<file path="src/rtl/fp_unit_scheduler.sv">
// Round-robin arbiter sharing one Floating_Point unit among N operand requesters.
// Latency: grant C0, unit inputs from C1, capture end of C(FP_LAT), rsp_valid pulse C(FP_LAT+1).
// Backpressure: req_ready only in IDLE; response is a single pulse with no backpressure.
module fp_unit_scheduler #(
    parameter int N      = 4,
    parameter int ID_W   = 2,
    parameter int FP_LAT = 2
) (
    input  logic              clk,
    input  logic              rst,
    input  logic [N-1:0]      req_valid,
    input  logic [5*N-1:0]    req_int,
    input  logic [5*N-1:0]    req_man,
    output logic [N-1:0]      req_ready,
    output logic [4:0]        fp_integer_num,
    output logic [4:0]        fp_mantissa_num,
    input  logic [31:0]       fp_out,
    input  logic              fp_equality,
    input  logic              fp_balance,
    output logic              rsp_valid,
    output logic [ID_W-1:0]   rsp_id,
    output logic [31:0]       rsp_out,
    output logic              rsp_equality,
    output logic              rsp_balance,
    output logic              busy
);

    localparam int CNT_W = (FP_LAT > 1) ? $clog2(FP_LAT) : 1;

    typedef enum logic [1:0] {
        S_IDLE,
        S_WAIT,
        S_DONE
    } state_t;

    state_t            state;
    logic [ID_W-1:0]   ptr;
    logic [ID_W-1:0]   cur_id;
    logic [CNT_W-1:0]  cnt;

    logic [ID_W-1:0]   win;
    logic              win_vld;
    logic [ID_W-1:0]   idx;
    logic [N-1:0]      onehot;

    // Scan from the farthest offset down so the nearest valid request at or above ptr wins.
    always_comb begin
        win     = ptr;
        win_vld = 1'b0;
        idx     = '0;
        for (int k = N - 1; k >= 0; k--) begin
            idx = ID_W'((int'(ptr) + k) % N);
            if (req_valid[idx]) begin
                win     = idx;
                win_vld = 1'b1;
            end
        end
    end

    always_comb begin
        onehot      = '0;
        onehot[win] = win_vld;
        req_ready   = (state == S_IDLE && !rst) ? onehot : '0;
    end

    assign busy = (state != S_IDLE);

    always_ff @(posedge clk or posedge rst) begin
        if (rst) begin
            state           <= S_IDLE;
            ptr             <= '0;
            cur_id          <= '0;
            cnt             <= '0;
            fp_integer_num  <= '0;
            fp_mantissa_num <= '0;
            rsp_valid       <= 1'b0;
            rsp_id          <= '0;
            rsp_out         <= '0;
            rsp_equality    <= 1'b0;
            rsp_balance     <= 1'b0;
        end else begin
            case (state)
                S_IDLE: begin
                    if (win_vld) begin
                        fp_integer_num  <= req_int[5*int'(win) +: 5];
                        fp_mantissa_num <= req_man[5*int'(win) +: 5];
                        cur_id          <= win;
                        ptr             <= (win == ID_W'(N - 1)) ? '0 : win + 1'b1;
                        cnt             <= CNT_W'(FP_LAT - 1);
                        state           <= S_WAIT;
                    end
                end
                S_WAIT: begin
                    if (cnt == '0) begin
                        rsp_out      <= fp_out;
                        rsp_equality <= fp_equality;
                        rsp_balance  <= fp_balance;
                        rsp_id       <= cur_id;
                        rsp_valid    <= 1'b1;
                        state        <= S_DONE;
                    end else begin
                        cnt <= cnt - 1'b1;
                    end
                end
                S_DONE: begin
                    rsp_valid <= 1'b0;
                    state     <= S_IDLE;
                end
                default: state <= S_IDLE;
            endcase
        end
    end

endmodule

</file>
<file path="config.mk">
export PLATFORM = sky130hd
export DESIGN_NAME = fp_unit_scheduler
export DESIGN_NICKNAME = d
export VERILOG_FILES = /design/src/rtl/fp_unit_scheduler.sv
export SDC_FILE = /design/constraint.sdc
export NUM_CORES = 1
export LEC_CHECK = 0
export CELL_PAD_IN_SITES_DETAIL_PLACEMENT = 0
export CELL_PAD_IN_SITES_GLOBAL_PLACEMENT = 1
export CORE_MARGIN = 1.5
export CORE_UTILIZATION = 25
export DETAILED_ROUTE_END_ITERATION = 7
export GPL_TIMING_DRIVEN = 0
export PLACE_DENSITY = 0.75
export SLEW_MARGIN = 20
export SYNTH_ARGS = -nofsm -noshare
export SYNTH_HDL_FRONTEND = slang
export SYNTH_SLANG_ARGS = --single-unit
</file>
<file path="constraint.sdc">
create_clock -name clk -period 4.8 [get_ports clk]
set_input_delay 0.96 -clock clk [delete_from_list [all_inputs] [get_ports clk]]
set_output_delay 0.96 -clock clk [all_outputs]
set_load 0.01 [all_outputs]
</file>
# Word level (Yosys, flattened, before mapping)
# Index checks and enable logic that the tools add are counted.
[totals]
elab_cells = 72
output_inout_bits = 52
reg_bits = 54
[classes]
bitwise = 2
mul = 1
n_lt_le_gt_ge = 6
mux = 28
n_addsub = 5
n_reduce_logical = 12
n_shift = 2
eq_ne = 5
[ops]
columns = ["op", "count"]
rows = [
  ["$shiftx 20x32->5", 1],
  ["$shiftx 20x6->5", 1],
  ["$lt 2x3->1 const B", 5],
  ["$mux 2", 7],
  ["$mux 1", 12],
  ["$reduce_and 2->1", 5],
  ["$bmux 1 s2", 4],
  ["$reduce_bool 2->1", 3],
  ["$mul 3x2->5 const A", 1],
  ["$add 2x1->2 const B", 2],
  ["$add 2x2->2 const B", 2],
  ["$and 4x4->4", 1],
  ["$eq 2x2->1 const B", 2],
  ["$mux 4", 1],
  ["$ne 2x2->1 const B", 2],
  ["$pmux 1 s2", 2],
  ["$pmux 2 s2", 1],
  ["$demux 1 s2", 1],
  ["$eq 2x1->1 const B", 1],
  ["$ge 2x1->1 const B", 1],
  ["$logic_and 1x1->1", 2],
  ["$logic_not 2->1", 1],
  ["$logic_not 1->1", 1],
  ["$not 1->1", 1],
  ["$sub 1x1->1 const B", 1],
]

# Depth between registers and ports, before layout
# Gate-level depths: netlist of run 1.
[logic_depth]
depth_word = 13
mapped_depth = 9
ltp_nobuf = 7

# Least setup slack after synthesis of run 1
# No wires, ideal clock.
[synth_path]
kind = "input to output"
from = "input rst"
to = "output req_ready[2]"
stages = 2
path_slack_ns = 1.312
n_path_buf = 0
t_required_ns = 3.840
arrival_time_ns = 2.528
cell_sequence = "inv_1 -> and4_1"
[synth_between]
elab_chain_len = 3
[synth_rtl]
columns = ["item", "line", "source"]
rows = [
  ["start, declared", "10", "input logic rst,"],
  ["$logic_not 1->1 (no source line)", "-", ""],
  ["$logic_and 1x1->1", "63", "req_ready = (state == S_IDLE && !rst) ? onehot : '0;"],
  ["$mux 4", "63", ""],
  ["end, declared", "14", "output logic [N-1:0] req_ready,"],
]
# Every way passes these cells.

# Worst setup path after layout of run 1
[layout_path]
from = "input req_valid[2]"
to = "output req_ready[3]"
[layout_between]
elab_chain_len = 12
word_cells_on_any_way = 23
cone_classes = "order compare: 2; mux: 19; bitwise: 1; reduce/logical: 1"
[layout_rtl]
columns = ["item", "line", "source"]
rows = [
  ["start, declared", "11", "input logic [N-1:0] req_valid,"],
  ["$bmux 1 s2", "53", "if (req_valid[idx]) begin"],
  ["$mux 1 (implied by the code)", "53", ""],
  ["$mux 2 (4 in series)", "53", ""],
  ["$lt 2x3->1 (implied by the code) or $ge 2x1->1 (tied branches)", "62", "onehot[win] = win_vld;"],
  ["$logic_and 1x1->1 (implied by the code)", "62", ""],
  ["$mux 1 (implied by the code)", "62", ""],
  ["$demux 1 s2", "62", ""],
  ["$and 4x4->4 (no source line) *", "-", ""],
  ["$mux 4 *", "63", ""],
]
# Mark *: on every way between the ends. The rest lies on a longest branch, timed or not. The select of a mux whose other input is x is not followed.

==> flow_results.xml, run 1 <==
<?xml version="1.0" encoding="UTF-8"?>
<metrics>
  <group name="final_layout">
    <metric name="finish.instance_area" unit="um2">4170</metric>
    <metric name="drive_above_1_share" unit="">0.190</metric>
    <metric name="multi_input_comb_area" unit="um2">1140</metric>
    <metric name="num_antenna_cells" unit="">0</metric>
    <metric name="area_growth_syn_to_layout" unit="%">61.6</metric>
    <metric name="ff_latch_area" unit="um2">1350</metric>
    <metric name="fillerInstances" unit="">990</metric>
    <metric name="nNetsFinal" unit="">418</metric>
  </group>
  <group name="clock_tree">
    <metric name="cts_resized" unit="">0</metric>
    <metric name="postCtsSetupRepairBufs" unit="">0</metric>
    <metric name="cts-buffers-inserted" unit="">5</metric>
    <metric name="clk_root_buf" unit="">sky130_fd_sc_hd__clkbuf_8</metric>
    <metric name="cts-hold-fix-buffers" unit="">0</metric>
    <metric name="cts.clk_slew.worst_paths" unit="ns">0.10</metric>
    <metric name="cts_tree" unit="">yes</metric>
    <metric name="tritoncts_num_sinks" unit="">54</metric>
    <metric name="clk-insertion-delay-late" unit="ns">0.30</metric>
    <metric name="max-clock-path-buffers" unit="">2</metric>
    <metric name="ctsHtreeMaxLevel" unit="">2</metric>
  </group>
  <group name="floorplanning">
    <metric name="starting_density_of_the_core" unit="">0.261</metric>
    <metric name="core.rowCount" unit="">36</metric>
    <metric name="top_level_ports" unit="">132</metric>
    <metric name="dieArea" unit="um2">10900</metric>
    <metric name="core" unit="um2">9910</metric>
    <metric name="die_x" unit="um">105</metric>
    <metric name="die_height" unit="um">105</metric>
  </group>
  <group name="pwr">
    <metric name="internal_power" unit="mW">1.56</metric>
    <metric name="power_spent_charging_and_discharging_nets" unit="uW">881</metric>
    <metric name="netSwitchingFraction" unit="">0.360</metric>
    <metric name="vdd_ir_drop_max" unit="mV">0.246</metric>
    <metric name="power.share.combinational" unit="">0.562</metric>
    <metric name="sequential_share_of_power" unit="">0.333</metric>
    <metric name="share_clk_of_total_power" unit="">0.105</metric>
    <metric name="leakage" unit="nW">1.62</metric>
    <metric name="power_density" unit="nW/um2">586</metric>
  </group>
  <group name="status">
    <metric name="outcome" unit="">finished clean</metric>
  </group>
  <group name="critical_path">
    <metric name="endpoint_kind" unit="">primary output</metric>
    <metric name="timing.reg2reg.worst_path_depth" unit="">4</metric>
    <metric name="crit_path_start" unit="">req_valid[2]</metric>
    <metric name="worstPathArrival" unit="ns">3.47</metric>
    <metric name="path_max_fanout" unit="">10</metric>
    <metric name="setup.reg_to_reg.worst_slack" unit="ns">2.69</metric>
    <metric name="worst_r2r_startpoint" unit="">state[1]</metric>
    <metric name="cp-start-kind" unit="">input port</metric>
    <metric name="timing.setup.critical_path_class" unit="">in -&gt; out</metric>
    <metric name="crit_end" unit="">req_ready[3]</metric>
    <metric name="worst_r2r_endpoint" unit="">rsp_out[7]</metric>
    <metric name="required" unit="ns">3.84</metric>
  </group>
  <group name="global_route">
    <metric name="grt_max_degree" unit="">51</metric>
    <metric name="grt.overflow.total" unit="">0</metric>
    <metric name="vias_in_the_first_global_route" unit="">2380</metric>
    <metric name="grt_pass1_wl" unit="um">11700</metric>
    <metric name="antenna_found_initial" unit="">0</metric>
    <metric name="globalRouteTotalUtil" unit="">0.134</metric>
  </group>
  <group name="routing">
    <metric name="detailed_route_iter0_violations" unit="">36</metric>
    <metric name="drc" unit="">0</metric>
    <metric name="wl_per_cell" unit="um">15.3</metric>
    <metric name="wirelength" unit="um">7200</metric>
    <metric name="detailroute.via_count" unit="">2119</metric>
    <metric name="via_per_inst" unit="">4.51</metric>
    <metric name="drt_pre_antenna_iters" unit="">4</metric>
    <metric name="antenna_left" unit="">0</metric>
  </group>
  <group name="logic_synthesis">
    <metric name="synth-seq-cells" unit="">54</metric>
    <metric name="synth-edff-count" unit="">0</metric>
    <metric name="synth_nets" unit="">279</metric>
    <metric name="netlist.top_cell.by_area" unit="">sky130_fd_sc_hd__dfrtp_1</metric>
    <metric name="yosys_warnings" unit="">0</metric>
    <metric name="synth_top_flop_cell" unit="">sky130_fd_sc_hd__dfrtp_1</metric>
    <metric name="postSynthAreaPerCell" unit="um2">13.0</metric>
    <metric name="seq_area_frac_synth" unit="">0.523</metric>
    <metric name="synthMostInstantiatedCell" unit="">sky130_fd_sc_hd__dfrtp_1</metric>
    <metric name="synth_common_cells" unit="">sky130_fd_sc_hd__dfrtp_1 (54), sky130_fd_sc_hd__mux2_2 (36), sky130_fd_sc_hd__nor2_1 (17)</metric>
    <metric name="ys_async_sr_fraction" unit="">1.00</metric>
    <metric name="netlist.area_leader.share" unit="">0.523</metric>
    <metric name="yosys.cell_types.count" unit="">27</metric>
    <metric name="syn_area" unit="um2">2580</metric>
    <metric name="yosys-top-cells-area" unit="">sky130_fd_sc_hd__dfrtp_1 (52%), sky130_fd_sc_hd__mux2_2 (16%), sky130_fd_sc_hd__a2111oi_4 (6.4%), sky130_fd_sc_hd__mux2i_1 (3.9%), sky130_fd_sc_hd__a211oi_1 (3.5%)</metric>
    <metric name="syn_inst" unit="">198</metric>
  </group>
  <group name="sta">
    <metric name="maxSlewViolCount" unit="">0</metric>
    <metric name="worst_slew_margin" unit="">0.437</metric>
    <metric name="layout_min_cycle_time" unit="ns">4.43</metric>
    <metric name="finalCritPeriodShare" unit="">0.922</metric>
    <metric name="setup_repair_after_global_routing_missed_its_margin" unit="">no</metric>
    <metric name="fmax" unit="GHz">0.226</metric>
    <metric name="timing.final.hold_violations" unit="">0</metric>
    <metric name="worst_pin_slew" unit="ns">0.841</metric>
    <metric name="finClkSkew" unit="ns">0.00398</metric>
    <metric name="final-setup-viol-count" unit="">0</metric>
    <metric name="setup_slack" unit="ns">0.374</metric>
  </group>
  <group name="placement">
    <metric name="io_buffer_count" unit="">131</metric>
    <metric name="placed_cell_area" unit="um2">4090</metric>
    <metric name="place_congestion" unit="">0.776</metric>
    <metric name="hpwl" unit="um">5570</metric>
    <metric name="place_ws" unit="ns">0.358</metric>
  </group>
  <group name="worst_hold_path">
    <metric name="min_path_cells" unit="">1</metric>
    <metric name="timing.hold.worst.class" unit="">reg -&gt; reg</metric>
  </group>
  <group name="job">
    <metric name="max_cap_viol_count" unit="">0</metric>
  </group>
</metrics>
## flip-flops by register name, indices dropped and copies added (netlist names)
signal           cells
fp_mantissa_num      5
rsp_out             32
rsp_id               2
cnt                  1
rsp_equality         1
ptr                  2
state                2
cur_id               2
rsp_valid            1
rsp_balance          1
fp_integer_num       5
## power by group through the flow
stage          Sequential, mW  Clock (mW)  Combinational, mW
5_1_grt                 0.849       0.291               1.48
6_report                0.814       0.256               1.37
4_1_cts                 0.820       0.271               1.40
3_5_place_dp            0.829           0               1.40
2_1_floorplan           0.908           0              0.649
3_3_place_gp            0.814           0               1.37
## critical path: stages
cell and delay, ns:
sky130_fd_sc_hd__clkdlybuf4s50_1 0.48, sky130_fd_sc_hd__nor2b_1 0.18, sky130_fd_sc_hd__o21a_1 0.19, sky130_fd_sc_hd__or3_1 0.33, sky130_fd_sc_hd__buf_2 0.16, sky130_fd_sc_hd__buf_2 0.22
sky130_fd_sc_hd__inv_1 0.13, sky130_fd_sc_hd__ha_1 0.14, sky130_fd_sc_hd__and3_1 0.14, sky130_fd_sc_hd__clkdlybuf4s50_1 0.53
## final cells by class
type | count | share of cell area
sequential | 54 | 0.324
timing repair buffer | 132 | 0.321
multi-input combinational | 127 | 0.273
tap | 133 | 0.0399
buffer | 14 | 0.0189
clock buffer | 5 | 0.0165
clock inverter | 2 | 0.00330
inverter | 3 | 0.00330
## layer usage
layer | GRT usage | up-vias | wire length [um]
met5 | 0 | - | 0
met4 | 0.0372 | 0 | 46
met1 | 0.146 | 1045 | 2980
met3 | 0.0381 | 5 | 467
li1 | - | 1004 | -
met2 | 0.250 | 65 | 3710
## kinds of logic after synthesis
logic type,Yosys count,synth area share
AOI/OAI and AO/OA,31,0.133
adders and majority gates,1,0.00484
buffers and inverters,17,0.0349
DFF,54,0.523
muxes,46,0.196
and+or+nand+nor,49,0.109
## stage by stage
step / hold WS, ns / std cells / total power [mW] / utilization / TNS [ns]
floorplan: 0.444 / 198 / 1.56 / - / 0
CTS: 0.496 / 470 / 2.49 / 0.421 / 0
global placement: 0.465 / 462 / 2.18 / 0.410 / -0.423
global route: 0.538 / 470 / 2.62 / 0.421 / 0
finish: 0.498 / 470 / 2.44 / 0.421 / 0
detailed placement: 0.482 / 463 / 2.23 / 0.413 / 0
## worst min-delay path by stage
stage | from | to | slack (ns)
after CTS | state[1] | state[0] | 0.50
after global routing | state[1] | state[0] | 0.54
after floorplan | cur_id[1] | cur_id[1] | 0.44
after global placement | cur_id[0] | cur_id[0] | 0.46
final | state[1] | state[0] | 0.50
after detailed placement | state[1] | state[0] | 0.48
## layout by cell type, fill, tap and decap left out, types with 2 or more instances in the layout
cell type / n
sky130_fd_sc_hd__clkdlybuf4s50_1: 131
sky130_fd_sc_hd__dfrtp_1: 54
sky130_fd_sc_hd__mux2_2: 36
sky130_fd_sc_hd__nor2_1: 17
sky130_fd_sc_hd__a211oi_1: 12
sky130_fd_sc_hd__mux2i_1: 10
sky130_fd_sc_hd__nor4b_1: 10
sky130_fd_sc_hd__buf_2: 9
sky130_fd_sc_hd__nand2_1: 6
sky130_fd_sc_hd__a2111oi_4: 6
sky130_fd_sc_hd__clkbuf_8: 5
sky130_fd_sc_hd__a2111oi_0: 4
sky130_fd_sc_hd__nand2b_1: 3
sky130_fd_sc_hd__nor4_1: 3
sky130_fd_sc_hd__o21ai_0: 3
sky130_fd_sc_hd__a21oi_1: 3
sky130_fd_sc_hd__clkbuf_1: 3
sky130_fd_sc_hd__o21a_1: 2
sky130_fd_sc_hd__or2_2: 2
sky130_fd_sc_hd__buf_6: 2
sky130_fd_sc_hd__or3_1: 2
sky130_fd_sc_hd__nor2b_1: 2
sky130_fd_sc_hd__inv_1: 2
No activity file was read; power rests on OpenSTA's default activity.
==> inputs of run 2 (changes only) <==
--- a/config.mk
+++ b/config.mk
@@ -11,7 +11,7 @@
 export CORE_UTILIZATION = 25
 export DETAILED_ROUTE_END_ITERATION = 7
 export GPL_TIMING_DRIVEN = 0
-export PLACE_DENSITY = 0.75
+export PLACE_DENSITY_LB_ADDON = 0.1
 export SLEW_MARGIN = 20
 export SYNTH_ARGS = -nofsm -noshare
 export SYNTH_HDL_FRONTEND = slang
==> flow_results.xml, run 2 (synthesis results as in run 1) <==
<?xml version="1.0" encoding="UTF-8"?>
<metrics>
  <group name="routing">
    <metric name="detailed_route_iter0_violations" unit="">36</metric>
    <metric name="antenna_left" unit="">0</metric>
    <metric name="drt_pre_antenna_iters" unit="">4</metric>
    <metric name="via_per_inst" unit="">4.48</metric>
    <metric name="drc" unit="">0</metric>
    <metric name="wirelength" unit="um">7420</metric>
    <metric name="detailroute.via_count" unit="">2110</metric>
    <metric name="wl_per_cell" unit="um">15.8</metric>
  </group>
  <group name="final_layout">
    <metric name="top_register" unit="">rsp_out</metric>
    <metric name="final_core_util" unit="">0.423</metric>
    <metric name="largest_registers" unit="">rsp_out (32), fp_integer_num (5), fp_mantissa_num (5)</metric>
    <metric name="final_cell_count_no_fill" unit="">471</metric>
    <metric name="nNetsFinal" unit="">418</metric>
    <metric name="num_antenna_cells" unit="">0</metric>
    <metric name="drive_above_1_share" unit="">0.192</metric>
    <metric name="finish.instance_area" unit="um2">4200</metric>
    <metric name="mostFrequentLayoutCell" unit="">sky130_fd_sc_hd__clkdlybuf4s50_1</metric>
    <metric name="area_growth_syn_to_layout" unit="%">62.5</metric>
    <metric name="largest_reg_flops" unit="">32</metric>
    <metric name="mostFrequentLayoutCells" unit="">sky130_fd_sc_hd__clkdlybuf4s50_1 (131), sky130_fd_sc_hd__dfrtp_1 (54), sky130_fd_sc_hd__mux2_2 (36)</metric>
  </group>
  <group name="critical_path">
    <metric name="worst_path_cell_with_the_longest_stage_delay" unit="">sky130_fd_sc_hd__clkdlybuf4s50_1</metric>
    <metric name="endpoint_kind" unit="">primary output</metric>
    <metric name="setup.reg_to_reg.worst_slack" unit="ns">2.75</metric>
    <metric name="cp-start-kind" unit="">input port</metric>
    <metric name="worstPathArrival" unit="ns">3.52</metric>
    <metric name="worstPathCellList" unit="">clkdlybuf4s50_1, nor2b_1, o21a_1, or3_1, buf_2, buf_2, inv_1, ha_1, and3_1, clkdlybuf4s50_1</metric>
    <metric name="worst_r2r_startpoint" unit="">state[1]</metric>
    <metric name="required" unit="ns">3.84</metric>
    <metric name="path_max_fanout" unit="">10</metric>
    <metric name="crit_path_start" unit="">req_valid[2]</metric>
    <metric name="worst_path_largest_cell_delay" unit="ns">0.53</metric>
    <metric name="timing.setup.critical_path_class" unit="">in -&gt; out</metric>
  </group>
  <group name="pwr">
    <metric name="leakage" unit="nW">1.63</metric>
    <metric name="fin_total_pwr" unit="mW">2.47</metric>
    <metric name="vdd_ir_drop_max" unit="mV">0.283</metric>
    <metric name="power_density" unit="nW/um2">590</metric>
  </group>
  <group name="global_route">
    <metric name="globalRouteMet1Util" unit="">0.169</metric>
    <metric name="globalRouteTotalUtil" unit="">0.138</metric>
    <metric name="vias_in_the_first_global_route" unit="">2315</metric>
    <metric name="grt_use_met2" unit="">0.232</metric>
    <metric name="grt.overflow.total" unit="">0</metric>
    <metric name="grt_pass1_wl" unit="um">12000</metric>
    <metric name="grt_max_degree" unit="">54</metric>
    <metric name="antenna_found_initial" unit="">0</metric>
    <metric name="globalRouteMet3Util" unit="">0.0480</metric>
    <metric name="grt_busiest_layer" unit="">met2</metric>
  </group>
  <group name="clock_tree">
    <metric name="postCtsSetupRepairBufs" unit="">0</metric>
    <metric name="cts_tree" unit="">yes</metric>
    <metric name="clk-insertion-delay-late" unit="ns">0.31</metric>
    <metric name="tritoncts_num_sinks" unit="">54</metric>
    <metric name="cts.clk_slew.worst_paths" unit="ns">0.10</metric>
    <metric name="clk_root_buf" unit="">sky130_fd_sc_hd__clkbuf_8</metric>
    <metric name="cts_resized" unit="">0</metric>
    <metric name="ctsHtreeMaxLevel" unit="">2</metric>
    <metric name="cts-buffers-inserted" unit="">5</metric>
    <metric name="cts-hold-fix-buffers" unit="">0</metric>
    <metric name="max-clock-path-buffers" unit="">2</metric>
  </group>
  <group name="sta">
    <metric name="layout_min_cycle_time" unit="ns">4.48</metric>
    <metric name="finalCritPeriodShare" unit="">0.934</metric>
    <metric name="fmax" unit="GHz">0.223</metric>
    <metric name="setup_slack" unit="ns">0.315</metric>
    <metric name="maxSlewViolCount" unit="">0</metric>
    <metric name="worst_pin_slew" unit="ns">0.766</metric>
    <metric name="worst_slew_margin" unit="">0.487</metric>
    <metric name="timing.final.hold_violations" unit="">0</metric>
    <metric name="finClkSkew" unit="ns">0.00469</metric>
    <metric name="timing.hold.ws" unit="ns">0.482</metric>
    <metric name="final-setup-viol-count" unit="">0</metric>
    <metric name="tns_setup" unit="ns">0</metric>
    <metric name="setup_repair_after_global_routing_missed_its_margin" unit="">no</metric>
  </group>
  <group name="worst_hold_path">
    <metric name="timing.hold.worst.class" unit="">reg -&gt; reg</metric>
    <metric name="hp-start" unit="">cur_id[0]</metric>
  </group>
  <group name="floorplanning">
    <metric name="die_x" unit="um">105</metric>
    <metric name="core.rowCount" unit="">36</metric>
    <metric name="die_height" unit="um">105</metric>
    <metric name="top_level_ports" unit="">132</metric>
    <metric name="starting_density_of_the_core" unit="">0.261</metric>
    <metric name="core" unit="um2">9910</metric>
    <metric name="dieArea" unit="um2">10900</metric>
  </group>
  <group name="placement">
    <metric name="hpwl" unit="um">5450</metric>
    <metric name="place.detailed.instances" unit="">463</metric>
    <metric name="place_ws" unit="ns">0.297</metric>
    <metric name="placed_cell_area" unit="um2">4090</metric>
    <metric name="place_congestion" unit="">0.717</metric>
    <metric name="io_buffer_count" unit="">131</metric>
  </group>
  <group name="job">
    <metric name="max_cap_viol_count" unit="">0</metric>
  </group>
  <group name="status">
    <metric name="outcome" unit="">finished clean</metric>
  </group>
</metrics>
run 2: cell type report:
class | instances | area (um2)
clock inverter | 1 | 8.76
timing repair buffer | 132 | 1340
inverter | 3 | 13.8
tap | 133 | 166
sequential | 54 | 1350
multi-input combinational | 127 | 1140
clock buffer | 7 | 96.3
buffer | 14 | 78.8
fill | 979 | 5710
run 2: metal layers:
layer | wire [um] | vias up
li1 | - | 1011
met1 | 3260 | 1013
met2 | 3490 | 81
met3 | 614 | 5
met4 | 51 | 0
met5 | 0 | -
run 2: power breakdown:
part / leakage (nW) / switching (mW) / internal (mW)
sequential: 0.625 / 0.123 / 0.690
combinational: 0.950 / 0.601 / 0.773
clock: 0.0544 / 0.153 / 0.133
total: 1.63 / 0.878 / 1.60
run 2: worst paths after layout:
check	to	depth (start not counted)
worst max-delay path	req_ready[3]	10
worst min-delay path	cur_id[0]	2
worst max register to register	rsp_out[7]	4
worst min register to register	cur_id[0]	2
max in group asynchronous	rsp_out[13]	3
min in group asynchronous	fp_mantissa_num[3]	2
run 2: worst max-delay path: cells and delay by family:
kind / cells / cell delay [ns]
fa+ha+maj: 1 / 0.15
compound gates: 1 / 0.19
buf+inv: 5 / 1.54
simple gates: 3 / 0.67
==> inputs of run 3 (changes only) <==
--- a/config.mk
+++ b/config.mk
@@ -12,7 +12,6 @@
 export DETAILED_ROUTE_END_ITERATION = 7
 export GPL_TIMING_DRIVEN = 0
 export PLACE_DENSITY_LB_ADDON = 0.1
-export SLEW_MARGIN = 20
 export SYNTH_ARGS = -nofsm -noshare
 export SYNTH_HDL_FRONTEND = slang
 export SYNTH_SLANG_ARGS = --single-unit
==> flow_results.xml, run 3 (synthesis results as in run 1) <==
<?xml version="1.0" encoding="UTF-8"?>
<metrics>
  <group name="pwr">
    <metric name="leakage" unit="nW">1.62</metric>
    <metric name="vdd_ir_drop_max" unit="mV">0.293</metric>
    <metric name="power_density" unit="nW/um2">588</metric>
  </group>
  <group name="sta">
    <metric name="timing.final.hold_violations" unit="">0</metric>
    <metric name="final-setup-viol-count" unit="">0</metric>
    <metric name="setup_slack" unit="ns">0.287</metric>
    <metric name="worst_slew_margin" unit="">0.479</metric>
    <metric name="finClkSkew" unit="ns">0.00378</metric>
    <metric name="maxSlewViolCount" unit="">0</metric>
    <metric name="setup_repair_after_global_routing_missed_its_margin" unit="">no</metric>
    <metric name="worst_pin_slew" unit="ns">0.778</metric>
    <metric name="layout_min_cycle_time" unit="ns">4.51</metric>
    <metric name="finalCritPeriodShare" unit="">0.940</metric>
    <metric name="timing.hold.ws" unit="ns">0.487</metric>
    <metric name="fmax" unit="GHz">0.222</metric>
  </group>
  <group name="floorplanning">
    <metric name="die_x" unit="um">105</metric>
    <metric name="core" unit="um2">9910</metric>
    <metric name="core.rowCount" unit="">36</metric>
    <metric name="dieArea" unit="um2">10900</metric>
    <metric name="die_height" unit="um">105</metric>
    <metric name="starting_density_of_the_core" unit="">0.261</metric>
    <metric name="top_level_ports" unit="">132</metric>
  </group>
  <group name="critical_path">
    <metric name="path_max_fanout" unit="">10</metric>
    <metric name="worst_path_cell_with_the_longest_stage_delay" unit="">sky130_fd_sc_hd__clkdlybuf4s50_1</metric>
    <metric name="worstPathArrival" unit="ns">3.55</metric>
    <metric name="required" unit="ns">3.84</metric>
    <metric name="worst_r2r_startpoint" unit="">state[1]</metric>
    <metric name="cp-start-kind" unit="">input port</metric>
    <metric name="worstPathCellList" unit="">clkdlybuf4s50_1, nor2b_1, o21a_1, or3_1, buf_2, buf_2, inv_1, ha_1, and3_1, clkdlybuf4s50_1</metric>
    <metric name="timing.setup.critical_path_class" unit="">in -&gt; out</metric>
    <metric name="endpoint_kind" unit="">primary output</metric>
    <metric name="crit_path_start" unit="">req_valid[2]</metric>
    <metric name="worst_path_largest_cell_delay" unit="ns">0.54</metric>
  </group>
  <group name="routing">
    <metric name="drt_pre_antenna_iters" unit="">4</metric>
    <metric name="via_per_inst" unit="">4.45</metric>
    <metric name="wirelength" unit="um">7440</metric>
    <metric name="antenna_left" unit="">0</metric>
    <metric name="drc" unit="">0</metric>
    <metric name="detailroute.via_count" unit="">2095</metric>
    <metric name="wl_per_cell" unit="um">15.8</metric>
    <metric name="detailed_route_iter0_violations" unit="">27</metric>
  </group>
  <group name="clock_tree">
    <metric name="cts-hold-fix-buffers" unit="">0</metric>
    <metric name="postCtsSetupRepairBufs" unit="">0</metric>
    <metric name="cts.clk_slew.worst_paths" unit="ns">0.10</metric>
    <metric name="ctsHtreeMaxLevel" unit="">2</metric>
    <metric name="cts_resized" unit="">0</metric>
    <metric name="clk-insertion-delay-late" unit="ns">0.31</metric>
    <metric name="cts_tree" unit="">yes</metric>
    <metric name="max-clock-path-buffers" unit="">2</metric>
    <metric name="clk_root_buf" unit="">sky130_fd_sc_hd__clkbuf_8</metric>
    <metric name="cts-buffers-inserted" unit="">5</metric>
    <metric name="tritoncts_num_sinks" unit="">54</metric>
  </group>
  <group name="final_layout">
    <metric name="mostFrequentLayoutCell" unit="">sky130_fd_sc_hd__clkdlybuf4s50_1</metric>
    <metric name="largest_reg_flops" unit="">32</metric>
    <metric name="num_antenna_cells" unit="">0</metric>
    <metric name="mostFrequentLayoutCells" unit="">sky130_fd_sc_hd__clkdlybuf4s50_1 (131), sky130_fd_sc_hd__dfrtp_1 (54), sky130_fd_sc_hd__mux2_2 (36)</metric>
    <metric name="drive_above_1_share" unit="">0.189</metric>
    <metric name="largest_registers" unit="">rsp_out (32), fp_integer_num (5), fp_mantissa_num (5)</metric>
    <metric name="top_register" unit="">rsp_out</metric>
    <metric name="nNetsFinal" unit="">418</metric>
    <metric name="area_growth_syn_to_layout" unit="%">61.3</metric>
  </group>
  <group name="status">
    <metric name="outcome" unit="">finished clean</metric>
  </group>
  <group name="global_route">
    <metric name="grt_max_degree" unit="">30</metric>
    <metric name="antenna_found_initial" unit="">0</metric>
    <metric name="grt.overflow.total" unit="">0</metric>
    <metric name="grt_busiest_layer" unit="">met2</metric>
    <metric name="grt_pass1_wl" unit="um">11900</metric>
    <metric name="grt_use_met2" unit="">0.226</metric>
    <metric name="globalRouteTotalUtil" unit="">0.139</metric>
    <metric name="vias_in_the_first_global_route" unit="">2288</metric>
    <metric name="globalRouteMet1Util" unit="">0.172</metric>
    <metric name="globalRouteMet3Util" unit="">0.0536</metric>
  </group>
  <group name="placement">
    <metric name="hpwl" unit="um">5520</metric>
    <metric name="place_ws" unit="ns">0.284</metric>
    <metric name="place_congestion" unit="">0.717</metric>
    <metric name="io_buffer_count" unit="">131</metric>
  </group>
  <group name="worst_hold_path">
    <metric name="timing.hold.worst.class" unit="">reg -&gt; reg</metric>
    <metric name="hp-start" unit="">cur_id[0]</metric>
  </group>
  <group name="job">
    <metric name="max_cap_viol_count" unit="">0</metric>
  </group>
</metrics>
## run 3: cell types whose count changed in the layout (fill, tap and decap cells not counted)
cell,before,now
sky130_fd_sc_hd__buf_12,0,1
sky130_fd_sc_hd__inv_2,0,1
sky130_fd_sc_hd__clkinv_2,0,1
sky130_fd_sc_hd__buf_16,1,0
sky130_fd_sc_hd__clkbuf_8,7,5
sky130_fd_sc_hd__clkbuf_1,3,4
sky130_fd_sc_hd__inv_4,1,0
## run 3: stage by stage
stage | instances | power, mW | util | setup TNS, ns | cell area (um2)
floorplan | 198 | 1.56 | - | 0 | 2580
global placement | 462 | 2.21 | 0.410 | -0.700 | 4060
CTS | 471 | 2.49 | 0.420 | 0 | 4170
detailed placement | 463 | 2.22 | 0.412 | 0 | 4080
global route | 471 | 2.62 | 0.420 | 0 | 4170
finish | 471 | 2.45 | 0.420 | 0 | 4170
## run 3: final cells by class
cell class | instances | area, um2
Tap cell | 133 | 166
Inverter | 3 | 11.3
Sequential cell | 54 | 1350
Timing Repair Buffer | 132 | 1330
Clock inverter | 2 | 13.8
Buffer | 14 | 78.8
Multi-Input combinational cell | 127 | 1140
Fill cell | 974 | 5740
Clock buffer | 6 | 72.6
## run 3: worst paths after layout
kind                            slack, ns  cells after the start      endpoint
worst max-delay path                 0.29                     10  req_ready[3]
worst min-delay path                 0.49                      2     cur_id[0]
worst max register to register       2.74                      4    rsp_out[7]
worst min register to register       0.49                      2     cur_id[0]
max in group asynchronous            3.13                      3   rsp_out[24]
min in group asynchronous            1.10                      2        ptr[0]
## run 3: critical path, delay by kind of cell
| kind | cells | cell delay [ns] |
|---|---|---|
| buf+inv | 5 | 1.57 |
| simple gates | 3 | 0.68 |
| fa+ha+maj | 1 | 0.15 |
| compound gates | 1 | 0.19 |
## run 3: per-layer routing
metal  routed length (um)  share of wire
met1                 3270           0.44
met2                 3440           0.46
met3                  664          0.089
met4                   64         0.0086
met5                    0              0
## run 3: where the power goes
part / internal (mW) / switching, mW
Combinational: 0.772 / 0.602
Clock: 0.104 / 0.159
Sequential: 0.690 / 0.124
